`config.mk`:
```
export PLATFORM = sky130hd
export DESIGN_NAME = hex_word_scanner_flat
export DESIGN_NICKNAME = d
export VERILOG_FILES = /design/src/rtl/hex_word_scanner_if.sv /design/src/rtl/hex_word_scanner.sv /design/src/flat_wrapper.sv
export SDC_FILE = /design/constraint.sdc
export NUM_CORES = 1
export LEC_CHECK = 0
export ABC_AREA = 1
export BUFFER_PORTS_ARGS = -buffer_cell sky130_fd_sc_hd__buf_4
export CORE_AREA = 4 4 97 99
export DETAILED_ROUTE_END_ITERATION = 8
export DIE_AREA = 0 0 101 103
export HOLD_SLACK_MARGIN = 0.03
export SETUP_SLACK_MARGIN = 0.15
export SYNTH_ARGS = -nofsm -noshare
export SYNTH_HDL_FRONTEND = slang
export SYNTH_SLANG_ARGS = --single-unit
```
`constraint.sdc`:
```
create_clock -name clk -period 4.4 [get_ports clk]
set_clock_uncertainty 0.05 [all_clocks]
set_input_delay 0.22 -clock clk [delete_from_list [all_inputs] [get_ports clk]]
set_output_delay 0.22 -clock clk [all_outputs]
set_load 0.01 [all_outputs]
```
`src/rtl/hex_word_scanner_if.sv`:
```
// Load handshake and digit-drive signals shared between the word source and the scanner.
// The scanner uses the slave modport; whoever supplies words and consumes digits uses master.
interface hex_word_scanner_if #(
  parameter int WIDTH = 32
);
  logic             load_valid;
  logic [WIDTH-1:0] load_data;
  logic             load_ready;
  logic             repeat_en;
  logic             hold;
  logic [3:0]       nibble;
  logic             blank;
  logic             dp;
  logic             busy;
  logic             done;

  modport master (
    output load_valid, load_data, repeat_en, hold,
    input  load_ready, nibble, blank, dp, busy, done
  );

  modport slave (
    input  load_valid, load_data, repeat_en, hold,
    output load_ready, nibble, blank, dp, busy, done
  );
endinterface

```
`src/rtl/hex_word_scanner.sv`:
```
// Scans a captured word onto one seven-segment digit, MS nibble first, with a dwell
// per digit and an optional blank gap between digits.
module hex_word_scanner #(
  parameter int WIDTH = 32,
  parameter int DWELL = 1000000,
  parameter int GAP   = 250000
) (
  input  logic               clk,
  input  logic               rst,
  hex_word_scanner_if.slave  bus
);

  localparam int NDIG = WIDTH / 4;
  localparam int IW   = (NDIG > 1) ? $clog2(NDIG) : 1;
  localparam int MAXC = (DWELL > GAP) ? ((DWELL > 2) ? DWELL : 2) : ((GAP > 2) ? GAP : 2);
  localparam int CW   = $clog2(MAXC);

  localparam logic [IW-1:0] IDX_TOP   = IW'(NDIG - 1);
  localparam logic [CW-1:0] DWELL_END = CW'(DWELL - 1);
  localparam logic [CW-1:0] GAP_END   = CW'((GAP > 0) ? GAP - 1 : 0);

  typedef enum logic [1:0] {S_IDLE, S_SHOW, S_GAP} state_t;

  state_t           state, state_n;
  logic [CW-1:0]    cnt, cnt_n;
  logic [IW-1:0]    idx, idx_n;
  logic [WIDTH-1:0] word, word_src;
  logic             cap, adv, done_n, show_n;
  logic [3:0]       nib_n;

  always_comb begin
    state_n = state;
    cnt_n   = cnt;
    idx_n   = idx;
    cap     = 1'b0;
    adv     = 1'b0;
    done_n  = 1'b0;
    if (!bus.hold) begin
      unique case (state)
        S_IDLE: begin
          if (bus.load_valid) begin
            cap     = 1'b1;
            idx_n   = IDX_TOP;
            cnt_n   = '0;
            state_n = S_SHOW;
          end
        end
        S_SHOW: begin
          if (cnt == DWELL_END) begin
            if (GAP > 0) begin
              state_n = S_GAP;
              cnt_n   = '0;
            end else begin
              adv = 1'b1;
            end
          end else begin
            cnt_n = cnt + CW'(1);
          end
        end
        S_GAP: begin
          if (cnt == GAP_END) adv = 1'b1;
          else                cnt_n = cnt + CW'(1);
        end
        default: state_n = S_IDLE;
      endcase
    end

    // Digit advance: next lower nibble, wrap to the top when looping, else finish.
    if (adv) begin
      cnt_n = '0;
      if (idx != '0) begin
        idx_n   = idx - IW'(1);
        state_n = S_SHOW;
      end else if (bus.repeat_en) begin
        idx_n   = IDX_TOP;
        state_n = S_SHOW;
      end else begin
        state_n = S_IDLE;
        done_n  = 1'b1;
      end
    end

    // Outputs are derived from next state so the registered copies line up with it.
    word_src = cap ? bus.load_data : word;
    show_n   = (state_n == S_SHOW);
    nib_n    = show_n ? 4'(word_src >> {idx_n, 2'b00}) : 4'h0;
  end

  always_ff @(posedge clk) begin
    if (rst) begin
      state          <= S_IDLE;
      cnt            <= '0;
      idx            <= '0;
      bus.load_ready <= 1'b1;
      bus.blank      <= 1'b1;
      bus.nibble     <= 4'h0;
      bus.dp         <= 1'b0;
      bus.busy       <= 1'b0;
      bus.done       <= 1'b0;
    end else begin
      state          <= state_n;
      cnt            <= cnt_n;
      idx            <= idx_n;
      bus.load_ready <= (state_n == S_IDLE);
      bus.blank      <= !show_n;
      bus.nibble     <= nib_n;
      bus.dp         <= show_n && (idx_n == IDX_TOP);
      bus.busy       <= (state_n != S_IDLE);
      bus.done       <= done_n;
    end
  end

  always_ff @(posedge clk) begin
    if (cap) word <= bus.load_data;
  end

endmodule

```
`src/flat_wrapper.sv`:
```
// flat-port wrapper written by rule: the top's interface ports become plain ports
module hex_word_scanner_flat 
#(
  parameter int WIDTH = 32,
  parameter int DWELL = 1000000,
  parameter int GAP   = 250000
)
  (clk, rst, bus_load_valid, bus_load_data, bus_repeat_en, bus_hold, bus_load_ready, bus_nibble, bus_blank, bus_dp, bus_busy, bus_done);
  hex_word_scanner_if #(.WIDTH(WIDTH)) bus_i ();
  input  logic clk;
  input  logic rst;
  input wire logic [$bits(bus_i.load_valid)-1:0] bus_load_valid;
  input wire logic [$bits(bus_i.load_data)-1:0] bus_load_data;
  input wire logic [$bits(bus_i.repeat_en)-1:0] bus_repeat_en;
  input wire logic [$bits(bus_i.hold)-1:0] bus_hold;
  output wire logic [$bits(bus_i.load_ready)-1:0] bus_load_ready;
  output wire logic [$bits(bus_i.nibble)-1:0] bus_nibble;
  output wire logic [$bits(bus_i.blank)-1:0] bus_blank;
  output wire logic [$bits(bus_i.dp)-1:0] bus_dp;
  output wire logic [$bits(bus_i.busy)-1:0] bus_busy;
  output wire logic [$bits(bus_i.done)-1:0] bus_done;
  assign bus_i.load_valid = bus_load_valid;
  assign bus_i.load_data = bus_load_data;
  assign bus_i.repeat_en = bus_repeat_en;
  assign bus_i.hold = bus_hold;
  assign bus_load_ready = bus_i.load_ready;
  assign bus_nibble = bus_i.nibble;
  assign bus_blank = bus_i.blank;
  assign bus_dp = bus_i.dp;
  assign bus_busy = bus_i.busy;
  assign bus_done = bus_i.done;
  hex_word_scanner #(.WIDTH(WIDTH), .DWELL(DWELL), .GAP(GAP)) u_core (.clk(clk), .rst(rst), .bus(bus_i));
endmodule
```
Yosys cells after proc, flatten, opt, wreduce, memory -nomap -nowiden
Cells that the tools add are included.

cells by class
  bitwise operators = 3
  add/subtract/negate cells = 2
  shift-type cells = 1
  multiplexer cells = 25
  eq/ne operators = 8
  reductions and logical operators = 11

operator list
  kind                   count
  $mux 20                3
  $pmux 20 s3            1
  $mux 32                1
  $shr 32x5->4           1
  $add 20x1->20 const B  1
  $eq 20x18->1 const B   1
  $eq 20x20->1 const B   1
  $mux 3                 6
  $mux 2                 5
  $mux 1                 8
  $pmux 2 s3             1
  $reduce_bool 3->1      2
  $eq 2x1->1 const B     2
  $logic_not 2->1        2
  $ne 2x2->1 const B     2
  $reduce_and 4->1       1
  $reduce_or 2->1        2
  $eq 3x3->1 const B     1
  $not 1->1              3
  $reduce_or 3->1        1
  $sub 3x1->3 const B    1
  $eq 2x2->1 const B     1
  $reduce_bool 2->1      1
  $logic_and 1x1->1      1
  $logic_not 1->1        1

storage, ports and cells
  bits of input ports = 37
  bits in registers = 66

Longest topological paths before layout
  word-level depth = 8
  mapped depth = 16
  gate-level depth less buffers = 15

Worst setup path before layout
No wires, ideal clock.

  path kind = register to register
  start point = register u_core.state[0]
  end point = register u_core.bus.nibble[0]
  buffers on the path = 1
  data arrival time = 1.709 ns
  slack = 2.528 ns
  cell stages (with the launch flop) = 15
  data required time = 4.237 ns
  library setup time = 0.113 ns
  cells stage by stage = dfxtp_1 > inv_1 > ha_1 > nand2_1 > nor2_4 > nor2_1 > a21oi_1 > nand3_4 > nand2_4 > buf_8 > nand2_1 > nand3_1 > nand2_1 > nor2_1 > nor2_1

on the way
  cells in the longest elaborated chain, start to end = 7

RTL lines
  item                                             line                                            text
  start: declaration                               hex_word_scanner.sv:24                          state_t state, state_n;
  start signal: assignment                         hex_word_scanner.sv:101                         state <= state_n;
  $logic_not 2->1 (tied with other cells)          hex_word_scanner.sv:39                          unique case (state)
  $mux 3 (tied with other cells)                   hex_word_scanner.sv:39
  $mux 3 (tied with other cells)                   hex_word_scanner.sv:38                          if (!bus.hold) begin
  $mux 3 or $mux 2 (tied branches)                 hex_word_scanner.sv:74, hex_word_scanner.sv:69
  $mux 3 or $eq 2x1->1 (tied branches)             hex_word_scanner.sv:71, hex_word_scanner.sv:85
  $mux 3 or $not 1->1 (tied branches)              n/a
  $shr 32x5->4 or $reduce_or 2->1 (tied branches)  n/a
  end signal: assignment                           hex_word_scanner.sv:106                         bus.nibble <= nib_n;
  end: declaration                                 hex_word_scanner_if.sv:24                       output load_ready, nibble, blank, dp, busy, done

Parallel ways exist; a longest one is shown, timed or not.
A chain may end at the register's enable or synchronous reset.

Worst setup path in the final report
  start point = register u_core.state[0]
  end point = register u_core.bus.nibble[1]

Same word-level chain as after synthesis.

==> metrics.yaml <==
fin_tns_setup_ns: 0
cts_buffers: 9
crit_path_end_kind: "flop"
sequential_cell_area_um2: 1320
postLayoutCoreUtil_pct: 46.6
number_of_global_route_vias_before_repair: 3010
global_route_wire_length_before_repair_um: 13400
place_ws_ns: 1.76
syn_avg_cell_area_um2: 6.83
dp.cells: 637
critical_path.cell_chain: "inv_1, ha_1, nand2_1, nor2_4, buf_4, inv_1, nand3_1, nand2_2, nand3_1, nand2_1, nor2_1"
final_antenna_net_count: 0
cts.sinks: 66
ctsHoldBuffers: 0
critPathBufInv: 3
critical-path-slowest-cell: "sky130_fd_sc_hd__inv_1"
ioPinCount: 46
finalMaxSlewViolations: 0
fmaxAchievable_ghz: 0.377
hp-class: "input pin to flop"
final_min_period_over_clock_period_pct: 60.2
timing.final.setup_violations: 0
critPathRequiredTime_ns: 4.58
postLayoutCellArea_um2: 3990
clock_tree_from_tritoncts: "built"
finalHoldViolCount: 0
timing.critical_path.arrival_ns: 2.83
globalRoute.totalOverflow: 0
detail_route.vias_per_cell: 4.78
gp_weighted_congestion: 0.828
dp_hpwl_um: 5890
num_antenna_cells: 0
fillers: 866
power_per_cell_area_nw_per_um2: 354
clk_latency_ns: 0.33
worstRegToRegCells: 11
syn-instance-count: 494
buffer_type_at_the_clock_tree_root: "sky130_fd_sc_hd__clkbuf_8"
initial_utilization_pct: 39.5
vdd_ir_drop_max_mv: 0.170
worst-slew-pin-transition_ns: 0.897
chipWidth_um: 101
layout.cells.most_common_list: "sky130_fd_sc_hd__nand2_1, sky130_fd_sc_hd__dfxtp_1, sky130_fd_sc_hd__inv_1, sky130_fd_sc_hd__nand3_1, sky130_fd_sc_hd__buf_4"
grt_antenna_before_repair: 0
share_of_cells_above_drive_strength_1_pct: 19.7
outcome: "complete, no violations"
grt_start_max_net_pins: 37
netlist_area_um2: 3380
core_area_um2: 8550
worst-setup-path-type: "flop to flop"
die_area_um2: 10400
cpPeakStageDelay_ns: 0.69
total_leakage_power_nw: 1.81
count_of_distinct_cell_types_in_the_synthesized_netlist: 35
hold-path-cell-count: 3
rsz0062_at_grt: "false"
numPortBuffers: 45
final_net_count: 584
max-cap-violations: 0
dr.pass1.iters: 5
grt_util_all_layers_pct: 16.0
worst_slew_margin_rel_pct: 40.1
postSynthNetCount: 538
placementRows: 34
post_cts_resized: 0
worst-path-max-fanout: 36
layout_commonest_cell: "sky130_fd_sc_hd__nand2_1"
flow.area_growth_from_synthesis_pct: 18.1
number_of_setup_buffers_added_after_cts: 0
fin_ws_ns: 1.75
post-route-min-period_ns: 2.65
detailed_place.area_um2: 3790
path_clk_slew_ns: 0.07
layout.cells.non_filler: 652
fp.dieH_um: 103
synth_seq_cells: 66
ys.warnings.count: 0
dr_total_vias: 3119
critPathLaunchType: "flop"
detail_route.iter0.violations: 112
detail_route.drc_violations: 0
cp_top_family: "buffers and inverters"
htreeDepth: 3
post_drt_wl_per_cell_um: 12.3
wl_um: 8020
cp.depth: 11
multi_input_comb_area_um2: 1740
cts_buffer_depth: 2
ys_seq_area_share_pct: 39.1
-- stage by stage --
| step | power, mW | hold WS, ns |
|---|---|---|
| detailed placement | 0.923 | 0.380 |
| global route | 1.50 | 0.0494 |
| CTS | 1.43 | 0.0447 |
| finish | 1.41 | 0.0593 |
| floorplan | 0.852 | 0.237 |
| global placement | 0.918 | 0.376 |
-- tightest hold or removal path, stage by stage --
cell                      delay, ns
sky130_fd_sc_hd__buf_4         0.07
sky130_fd_sc_hd__nand2_1       0.04
sky130_fd_sc_hd__nand2_1       0.07
-- synthesized netlist by cell type --
cell | number | area (um2)
sky130_fd_sc_hd__nand3_1 | 47 | 235
sky130_fd_sc_hd__clkinv_1 | 2 | 7.51
sky130_fd_sc_hd__a21oi_1 | 16 | 80.1
sky130_fd_sc_hd__nand4_1 | 6 | 37.5
sky130_fd_sc_hd__o21a_1 | 1 | 7.51
sky130_fd_sc_hd__nor4_1 | 1 | 6.26
sky130_fd_sc_hd__nor2_1 | 43 | 161
sky130_fd_sc_hd__nand2_4 | 2 | 22.5
sky130_fd_sc_hd__nor2_2 | 3 | 18.8
sky130_fd_sc_hd__ha_1 | 7 | 87.6
sky130_fd_sc_hd__xor2_1 | 3 | 26.3
sky130_fd_sc_hd__clkbuf_1 | 5 | 18.8
sky130_fd_sc_hd__buf_4 | 2 | 15.0
sky130_fd_sc_hd__nand2_1 | 143 | 537
sky130_fd_sc_hd__inv_2 | 4 | 15.0
sky130_fd_sc_hd__buf_1 | 1 | 3.75
sky130_fd_sc_hd__a21oi_4 | 1 | 16.3
sky130_fd_sc_hd__xnor2_1 | 1 | 8.76
sky130_fd_sc_hd__nor3_1 | 9 | 45.0
sky130_fd_sc_hd__buf_8 | 1 | 15.0
sky130_fd_sc_hd__dfxtp_1 | 66 | 1320
sky130_fd_sc_hd__nand2_2 | 6 | 37.5
sky130_fd_sc_hd__o21ai_0 | 27 | 135
sky130_fd_sc_hd__o21bai_1 | 1 | 7.51
sky130_fd_sc_hd__nand3_4 | 1 | 17.5
sky130_fd_sc_hd__nand3_2 | 5 | 50.1
sky130_fd_sc_hd__nor2_4 | 3 | 33.8
sky130_fd_sc_hd__nor3b_1 | 1 | 7.51
sky130_fd_sc_hd__o21ai_2 | 1 | 8.76
sky130_fd_sc_hd__o21ai_1 | 1 | 5.00
sky130_fd_sc_hd__nor3_2 | 3 | 30.0
sky130_fd_sc_hd__or2_2 | 17 | 106
sky130_fd_sc_hd__buf_2 | 2 | 10.0
sky130_fd_sc_hd__inv_1 | 60 | 225
sky130_fd_sc_hd__a211oi_1 | 2 | 15.0
-- flip-flops by register name (all words and copies together) (netlist names), 2 cells and up --
| signal | cells |
|---|---|
| u_core.bus.nibble | 4 |
| u_core.cnt | 20 |
| u_core.idx | 3 |
| u_core.state | 2 |
| u_core.word | 32 |
-- layer usage --
metal | GRT usage, % | up-vias | part of all wire, %
li1 | - | 1645 | -
met1 | 19.7 | 1399 | 46
met2 | 27.4 | 66 | 49
met3 | 3.72 | 9 | 3.8
met4 | 5.73 | 0 | 1.3
met5 | 0 | - | 0
-- final timing paths --
kind	from	endpoint	slack [ns]
max	u_core.state[0]$_SDFF_PP0_	u_core.bus.nibble[1]$_SDFF_PP0_	1.75
min	bus_load_data[9]	u_core.word[9]$_DFF_P_	0.06
max reg2reg	u_core.state[0]$_SDFF_PP0_	u_core.bus.nibble[1]$_SDFF_PP0_	1.75
min reg2reg	u_core.word[9]$_DFF_P_	u_core.word[9]$_DFF_P_	0.40
-- area by class of cell --
class	instances	area share, %
multi-input cells	351	43.8
repair buffers	46	8.66
clock inverters	5	1.38
clock buffers	10	3.45
inverters	66	6.21
well taps	108	3.39
flip-flops and latches	66	33.1
-- power by group --
part / leakage, nW / internal [mW] / switching [mW] / total (mW)
Combinational: 1.17 / 0.0999 / 0.140 / 0.240
Clock: 0.0941 / 0.272 / 0.233 / 0.504
Sequential: 0.545 / 0.654 / 0.0137 / 0.668
Total: 1.81 / 1.03 / 0.387 / 1.41
-- cells by family (layout without fill, tap and decap cells) --
kind of cell,after synthesis,count (layout),synth area share [%]
AND/OR/NAND/NOR,290,290,39.9
buffers and inverters,77,127,9.19
flip-flops,66,66,39.1
AO/OA/AOI/OAI,50,50,8.15
adder cells (fa/ha/maj),7,7,2.59
XOR/XNOR,4,4,1.04
(Power assumes the default switching activity.)
